**config.mk**
```make
export PLATFORM = sky130hd
export DESIGN_NAME = pc_irq_sequencer
export DESIGN_NICKNAME = d
export VERILOG_FILES = /design/src/rtl/jacaranda_pkg.sv /design/src/rtl/irq_prio_enc.sv /design/src/rtl/pc_irq_sequencer.sv
export SDC_FILE = /design/constraint.sdc
export NUM_CORES = 1
export LEC_CHECK = 0
export ABC_CLOCK_PERIOD_IN_PS = 2300
export CAP_MARGIN = 25
export CORE_ASPECT_RATIO = 1.1
export CORE_MARGIN = 2
export CORE_UTILIZATION = 32
export CTS_CLUSTER_SIZE = 8
export DETAILED_ROUTE_END_ITERATION = 10
export SLEW_MARGIN = 0
export SYNTH_ARGS = -nofsm -noshare
export SYNTH_HDL_FRONTEND = slang
export SYNTH_SLANG_ARGS = --single-unit
```
**constraint.sdc**
```tcl
create_clock -name clock -period 2.3 [get_ports clock]
set_input_delay 0.23 -clock clock [delete_from_list [all_inputs] [get_ports clock]]
set_output_delay 0.23 -clock clock [all_outputs]
set_load 0.02 [all_outputs]
```
**src/rtl/jacaranda_pkg.sv**
```systemverilog
// Shared program-flow definitions for the jacaranda core: sequencer state
// encoding, default widths and interrupt vector placement.
package jacaranda_pkg;

  typedef enum logic {
    SEQ_RUN = 1'b0,
    SEQ_ISR = 1'b1
  } seq_state_t;

  localparam int DEF_DATA_W     = 8;
  localparam int DEF_PC_W       = 8;
  localparam int DEF_NUM_IRQ    = 4;
  localparam int DEF_RESET_PC   = 0;
  localparam int DEF_VEC_BASE   = 8'h80;
  localparam int DEF_VEC_STRIDE = 4;

  // Caller truncates to the PC width, which gives the mod 2^PC_W wrap.
  function automatic int vec_addr(input int base, input int stride, input int ch);
    return base + ch * stride;
  endfunction

endpackage

```
**src/rtl/irq_prio_enc.sv**
```systemverilog
// Lowest-index-wins priority encoder over NUM_IRQ request lines.
// Purely combinational; no backpressure.
module irq_prio_enc #(
  parameter int NUM_IRQ = 4,
  parameter int CH_W    = 2
) (
  input  logic [NUM_IRQ-1:0] req,
  output logic               vld,
  output logic [CH_W-1:0]    idx,
  output logic [NUM_IRQ-1:0] onehot
);

  always_comb begin
    idx = '0;
    // Scan downwards so the lowest set index is the last one written.
    for (int i = NUM_IRQ - 1; i >= 0; i--) begin
      if (req[i]) idx = CH_W'(i);
    end
  end

  assign vld    = |req;
  assign onehot = req & (~req + NUM_IRQ'(1));

endmodule

```
**src/rtl/pc_irq_sequencer.sv**
```systemverilog
// PC / flag / interrupt entry-exit sequencer; state updates one cycle after strobes.
// stall freezes all state and blocks entry. Define PC_IRQ_PENDING_EN for sticky pending requests.
module pc_irq_sequencer
  import jacaranda_pkg::*;
#(
  parameter int DATA_W     = DEF_DATA_W,
  parameter int PC_W       = DEF_PC_W,
  parameter int NUM_IRQ    = DEF_NUM_IRQ,
  parameter int RESET_PC   = DEF_RESET_PC,
  parameter int VEC_BASE   = DEF_VEC_BASE,
  parameter int VEC_STRIDE = DEF_VEC_STRIDE
) (
  input  logic               clock,
  input  logic               reset,
  input  logic               stall,
  input  logic               jmp_en,
  input  logic               je_en,
  input  logic               ret,
  input  logic               flag_w_en,
  input  logic               flag_d,
  input  logic [DATA_W-1:0]  rs_data,
  input  logic [NUM_IRQ-1:0] irq_req,
  input  logic [NUM_IRQ-1:0] irq_mask,
  output logic [PC_W-1:0]    pc,
  output logic               flag,
  output logic               in_isr,
  output logic [NUM_IRQ-1:0] irq_ack,
  output logic [PC_W-1:0]    ret_addr
);

  localparam int CH_W = (NUM_IRQ > 1) ? $clog2(NUM_IRQ) : 1;

  seq_state_t         state_q, state_d;
  logic [PC_W-1:0]    pc_q, pc_d;
  logic [PC_W-1:0]    ret_addr_q, ret_addr_d;
  logic               flag_q, flag_nxt;
  logic               saved_flag_q, saved_flag_d;
  logic [NUM_IRQ-1:0] ack_q, ack_d;

  logic [PC_W-1:0]    target;
  logic [PC_W-1:0]    next_pc;
  logic               next_flag;
  logic [PC_W-1:0]    vec_pc;
  logic [NUM_IRQ-1:0] irq_cand;
  logic               irq_vld;
  logic [CH_W-1:0]    irq_idx;
  logic [NUM_IRQ-1:0] irq_onehot;

`ifdef PC_IRQ_PENDING_EN
  logic [NUM_IRQ-1:0] pending_q;

  // Same-cycle requests are included so level behaviour keeps its timing.
  assign irq_cand = (pending_q | irq_req) & irq_mask;

  always_ff @(posedge clock) begin
    if (reset) pending_q <= '0;
    else       pending_q <= (pending_q | irq_req) & ~ack_d;
  end
`else
  assign irq_cand = irq_req & irq_mask;
`endif

  irq_prio_enc #(
    .NUM_IRQ (NUM_IRQ),
    .CH_W    (CH_W)
  ) u_prio_enc (
    .req    (irq_cand),
    .vld    (irq_vld),
    .idx    (irq_idx),
    .onehot (irq_onehot)
  );

  assign target = PC_W'(rs_data);
  assign vec_pc = PC_W'(vec_addr(VEC_BASE, VEC_STRIDE, int'(irq_idx)));

  always_comb begin
    next_pc = pc_q + PC_W'(1);
    if (jmp_en)              next_pc = target;
    else if (je_en && flag_q) next_pc = target;
  end

  always_comb begin
    next_flag = flag_q;
    if (ret && state_q == SEQ_ISR) next_flag = saved_flag_q;
    else if (je_en)                next_flag = 1'b0;
    else if (flag_w_en)            next_flag = flag_d;
  end

  always_comb begin
    state_d      = state_q;
    pc_d         = pc_q;
    flag_nxt     = flag_q;
    ret_addr_d   = ret_addr_q;
    saved_flag_d = saved_flag_q;
    ack_d        = '0;
    if (!stall) begin
      if (state_q == SEQ_ISR && ret) begin
        pc_d     = ret_addr_q;
        flag_nxt = saved_flag_q;
        state_d  = SEQ_RUN;
      end else if (state_q == SEQ_RUN && irq_vld) begin
        // The interrupted instruction completes; its successor is the return point.
        ret_addr_d   = next_pc;
        saved_flag_d = next_flag;
        flag_nxt     = next_flag;
        pc_d         = vec_pc;
        state_d      = SEQ_ISR;
        ack_d        = irq_onehot;
      end else begin
        pc_d     = next_pc;
        flag_nxt = next_flag;
      end
    end
  end

  always_ff @(posedge clock) begin
    if (reset) begin
      state_q      <= SEQ_RUN;
      pc_q         <= PC_W'(RESET_PC);
      flag_q       <= 1'b0;
      saved_flag_q <= 1'b0;
      ret_addr_q   <= '0;
      ack_q        <= '0;
    end else begin
      state_q      <= state_d;
      pc_q         <= pc_d;
      flag_q       <= flag_nxt;
      saved_flag_q <= saved_flag_d;
      ret_addr_q   <= ret_addr_d;
      ack_q        <= ack_d;
    end
  end

  assign pc       = pc_q;
  assign flag     = flag_q;
  assign in_isr   = (state_q == SEQ_ISR);
  assign irq_ack  = ack_q;
  assign ret_addr = ret_addr_q;

endmodule

```
# Word level (Yosys, flattened, before mapping)
# Index checks and enable logic that the tools add are counted.
# word_totals
register_bits	23
latch_bits	0
ram_bits	0
romBits	0
in_bits	24
output_inout_bits	22
n_memories	0
# op_classes
addsub	3
multipliers	0
n_div	0
n_lt_le_gt_ge	0
eq_ne	0
shift	0
mux	13
bitwise_logic	7
reduce_logical	8
# ops
operator	n
$mux 8	4
$add 8x1->8 const B	1
$add 8x4->8 const A	1
$and 4x4->4	2
$mux 2	4
$reduce_or 4->1	2
$mux 1	5
$add 4x1->4 const B	1
$not 1->1	4
$not 4->4	1
$logic_and 1x1->1	3
$reduce_and 3->1	1
$reduce_and 2->1	1
$reduce_bool 2->1	1

# Depth between registers and ports, before layout
# depth
word_depth	8
mapped_depth	6

# Hierarchy
# From an unflattened synthesis, not the netlist that was laid out.
# unflattened
hier_cells	149
area_unflattened_um2	1211.2
# modules_own_cells
module	instances	cells_each	area_per_inst_um2	seq_area_each_um2
pc_irq_sequencer	1	139	1152.4	460.4
irq_prio_enc	1	10	58.8	0.0

# Worst setup path after synthesis
# No wires, ideal clock.
# synth_path
path_type	reg2reg
startpoint	register pc_q[0] (netlist: pc[0])
endpoint	register pc_q[6] (netlist: pc[6])
setup_ns	0.095
arrival_ns	1.462
slack_ns	0.743
path_stages_with_launch	6
n_path_buf	0
cell_sequence	dfxtp_1 > ha_1 > nand3_1 > xnor2_1 > a211o_1 > a221oi_1
# synth_via
elab_chain_len	5
# synth_rtl
element	line	rtl
start, declared	pc_irq_sequencer.sv:34	logic [PC_W-1:0] pc_q, pc_d;
start signal, assigned	pc_irq_sequencer.sv:119	pc_q <= PC_W'(RESET_PC);
start signal, assigned	pc_irq_sequencer.sv:126	pc_q <= pc_d;
$add 8x1->8	pc_irq_sequencer.sv:77	next_pc = pc_q + PC_W'(1);
$mux 8	pc_irq_sequencer.sv:79	else if (je_en && flag_q) next_pc = target;
$mux 8	pc_irq_sequencer.sv:78	if (jmp_en) next_pc = target;
$mux 8	pc_irq_sequencer.sv:101	end else if (state_q == SEQ_RUN && irq_vld) begin
$mux 8	pc_irq_sequencer.sv:97	if (state_q == SEQ_ISR && ret) begin
# No other way between the ends.
# A chain may end at the register's enable or synchronous reset.

# Final worst setup path
# layout_path
startpoint	input port irq_req[0]
endpoint	register ret_addr_q[6] (netlist: ret_addr[6])
# layout_via
elab_chain_len	4
# layout_rtl
element	line	rtl
start, declared	pc_irq_sequencer.sv:22	input logic [NUM_IRQ-1:0] irq_req,
$and 4x4->4	pc_irq_sequencer.sv:60	assign irq_cand = irq_req & irq_mask;
$reduce_or 4->1	irq_prio_enc.sv:21	assign vld = |req;
$logic_and 1x1->1	pc_irq_sequencer.sv:101	
$reduce_and 3->1 (no source line)	n/a	
end signal, assigned	pc_irq_sequencer.sv:129	ret_addr_q <= ret_addr_d;
end, declared	pc_irq_sequencer.sv:35	logic [PC_W-1:0] ret_addr_q, ret_addr_d;
# No other way between the ends.

==> flow_metrics.env <==
export IMPL_synth_top_area_frac=0.3991
export IMPL_first_iter_violations=52
export IMPL_hold_path_class="reg2reg"
export IMPL_status="finished, final reports clean"
export IMPL_ir_drop_v=0.0002870
export IMPL_crit_family="compound AO/OA/AOI/OAI gates"
export IMPL_cts_sink_count=23
export IMPL_crit_path_start="irq_req[0]"
export IMPL_cts_setup_buffers=0
export IMPL_grt_pass1_vias=1225
export IMPL_gp_congestion=0.7901
export IMPL_synth_area_top_cells="dfxtp_1 40%, nand2_1 11%, a21oi_1 6.9%"
export IMPL_postRouteWirelength_um=3439
export IMPL_synth_edf_count=0
export IMPL_clock_fmax_mhz=572.8
export IMPL_die_h_um=66.97
export IMPL_ios=46
export IMPL_final_common_cell="clkdlybuf4s50_1"
export IMPL_grt_setup_unrepaired="false"
export IMPL_setup_viol_count_final=0
export IMPL_critPathLaunchType="input pin"
export IMPL_tns_ns=0
export IMPL_antenna_found_initial=0
export IMPL_fp_row_count=22
export IMPL_slew_headroom=0.6803
export IMPL_dieArea_um2=4102
export IMPL_synth_largest_area_cell="dfxtp_1"
export IMPL_ys_warnings_count=0
export IMPL_coreArea_um2=3386
export IMPL_synthesis_nets=177
export IMPL_n_antenna_cell=0
export IMPL_power_w=0.0008859
export IMPL_yosysSeqAreaShare=0.3991
export IMPL_grt_overflow_total=0
export IMPL_required_ns=2.56
export IMPL_finalMaxSlewViolations=0
export IMPL_cts_tree="yes"
export IMPL_clock_path_buffers=2
export IMPL_synth_area_um2=1154
export IMPL_period_share=0.7591
export IMPL_slowest_stage="clkdlybuf4s50_1"
export IMPL_worst_setup_path_end_kind="flop"
export IMPL_port_buffers=45
export IMPL_crit_path_cell_trace="clkdlybuf4s50_1, nand2_1, a41oi_1, nand2_1, a211o_1, a21oi_1"
export IMPL_avgSynthCellArea_um2=7.590
export IMPL_area_delta_synth_final_pct=45.66
export IMPL_initial_core_util=0.3407
export IMPL_cts_hold_buffers_added=0
export IMPL_syn_inst=152
export IMPL_cpMostUsedCell="nand2_1"
export IMPL_cp_max_fo=13
export IMPL_numCtsBuffers=3
export IMPL_worst_clock_skew_ns=0.002560
export IMPL_die_w_um=61.25
export IMPL_synth_seq_cells=23
export IMPL_fill_cells=360
export IMPL_dr_pass1_iters=4
export IMPL_htreeDepth=1
export IMPL_worst_slew_pin_slew_ns=0.4784
export IMPL_worstSetupPathType="in2reg"
export IMPL_viasPerCell=5.167
export IMPL_crit_arrival_ns=2.00
export IMPL_nNetsFinal=223
export IMPL_critPathBufInv=1
export IMPL_netlist_cell_type_count=34
export IMPL_grtUsageTotal=0.1818
export IMPL_final_cell_mix="45 x clkdlybuf4s50_1, 33 x nand2_1, 23 x dfxtp_1, 16 x a21oi_1, 14 x nor2_1"
export IMPL_cts_root_buffer="clkbuf_4"
export IMPL_finalCriticalPeriod_ns=1.746
export IMPL_hold_viol_final=0
export IMPL_insertion_delay_ns=0.32
export IMPL_vias=1266
export IMPL_ant_nets=0
export IMPL_p_leak_nw=0.6177
export IMPL_hold_slack_ns=0.4756
export IMPL_reg2reg_from="in_isr"
export IMPL_grt_max_degree=16
export IMPL_cpPeakStageDelay_ns=0.48
export IMPL_seqCellArea_um2=460.4
export IMPL_drc=0
export IMPL_power_density_nw_per_um2=527.2
export IMPL_synthFlopType="dfxtp_1"
export IMPL_dpl_hpwl_um=2548
export IMPL_grt_pass1_wl_um=5595
export IMPL_multi_input_area_um2=649.4
export IMPL_min_from="saved_flag_q"
export IMPL_async_flop_share=0
export IMPL_layout_drive_gt1_share=0.04569
export IMPL_clk_pin_slew_ns=0.13
export IMPL_cap_violations=0
export IMPL_wl_per_cell_um=14.04
export IMPL_post_cts_resized=0
==> worst register-to-register path, cell delays in order, from the launching register on <==
cell,delay [ns]
dfxtp_1,0.49
and2_1,0.45
nor2_1,0.15
a221oi_1,0.33
nor3_2,0.08
==> final timing paths <==
path	endpoint	slack [ns]	depth (start not counted)
setup / recovery	ret_addr[6]	0.55	6
hold / removal	saved_flag_q	0.48	2
setup reg to reg	pc[5]	0.70	4
hold reg to reg	saved_flag_q	0.48	2
==> flip-flops by register name (all words and copies together) (netlist names) <==
name,count
flag,1
irq_ack,4
in_isr,1
saved_flag_q,1
ret_addr,8
pc,8
==> Yosys cell counts (all sizes together), types with 2 or more instances <==
| library cell | count |
|---|---|
| a211o | 2 |
| a21o | 2 |
| a21oi | 16 |
| a221oi | 6 |
| and3 | 5 |
| buf | 5 |
| clkbuf | 2 |
| dfxtp | 23 |
| inv | 2 |
| nand2 | 33 |
| nand3 | 5 |
| nor2 | 15 |
| nor3 | 7 |
| o21ai | 10 |
| xnor2 | 4 |
==> kinds of logic after synthesis <==
kind of cell	share of synthesized area
flip-flops	0.3991
multiplexers	0.008677
XOR/XNOR	0.03796
AO/OA/AOI/OAI	0.2364
adder cells (fa/ha/maj)	0.01084
buffers and inverters	0.03796
AND/OR/NAND/NOR	0.2690
==> where the power goes <==
part / switching [W] / leakage [nW] / internal, W / total, W
Sequential: 0.0000254 / 0.188 / 0.000422 / 0.000448
Combinational: 0.000127 / 0.414 / 0.000119 / 0.000246
Clock: 0.000124 / 0.0150 / 0.0000679 / 0.000192
Total: 0.000277 / 0.618 / 0.000609 / 0.000886
==> through the flow <==
stage	instance area (um2)	std cells	worst slack, ns	utilization
floorplan	1154	152	0.7428	-
global placement	1654	241	0.3423	0.4885
detailed placement	1654	241	0.2200	0.4885
CTS	1680	245	0.5553	0.4963
global route	1680	245	0.3810	0.4963
finish	1680	245	0.5541	0.4963
==> per-layer routing <==
layer / part of all wire / global-route usage / wire length (um)
met5: 0 / 0 / 0
met3: 0.065 / 0.01942 / 224
met4: 0.012 / 0.05435 / 40
met1: 0.45 / 0.2309 / 1531
met2: 0.48 / 0.3152 / 1643
==> final cells by class <==
type / instances / share of cell area
multi-input cells: 119 / 0.3864
well taps: 48 / 0.03574
inverters: 3 / 0.006701
repair buffers: 48 / 0.2815
flip-flops and latches: 23 / 0.2740
clock buffers: 4 / 0.01564
Note: power is estimated with default switching activity, not from simulation.
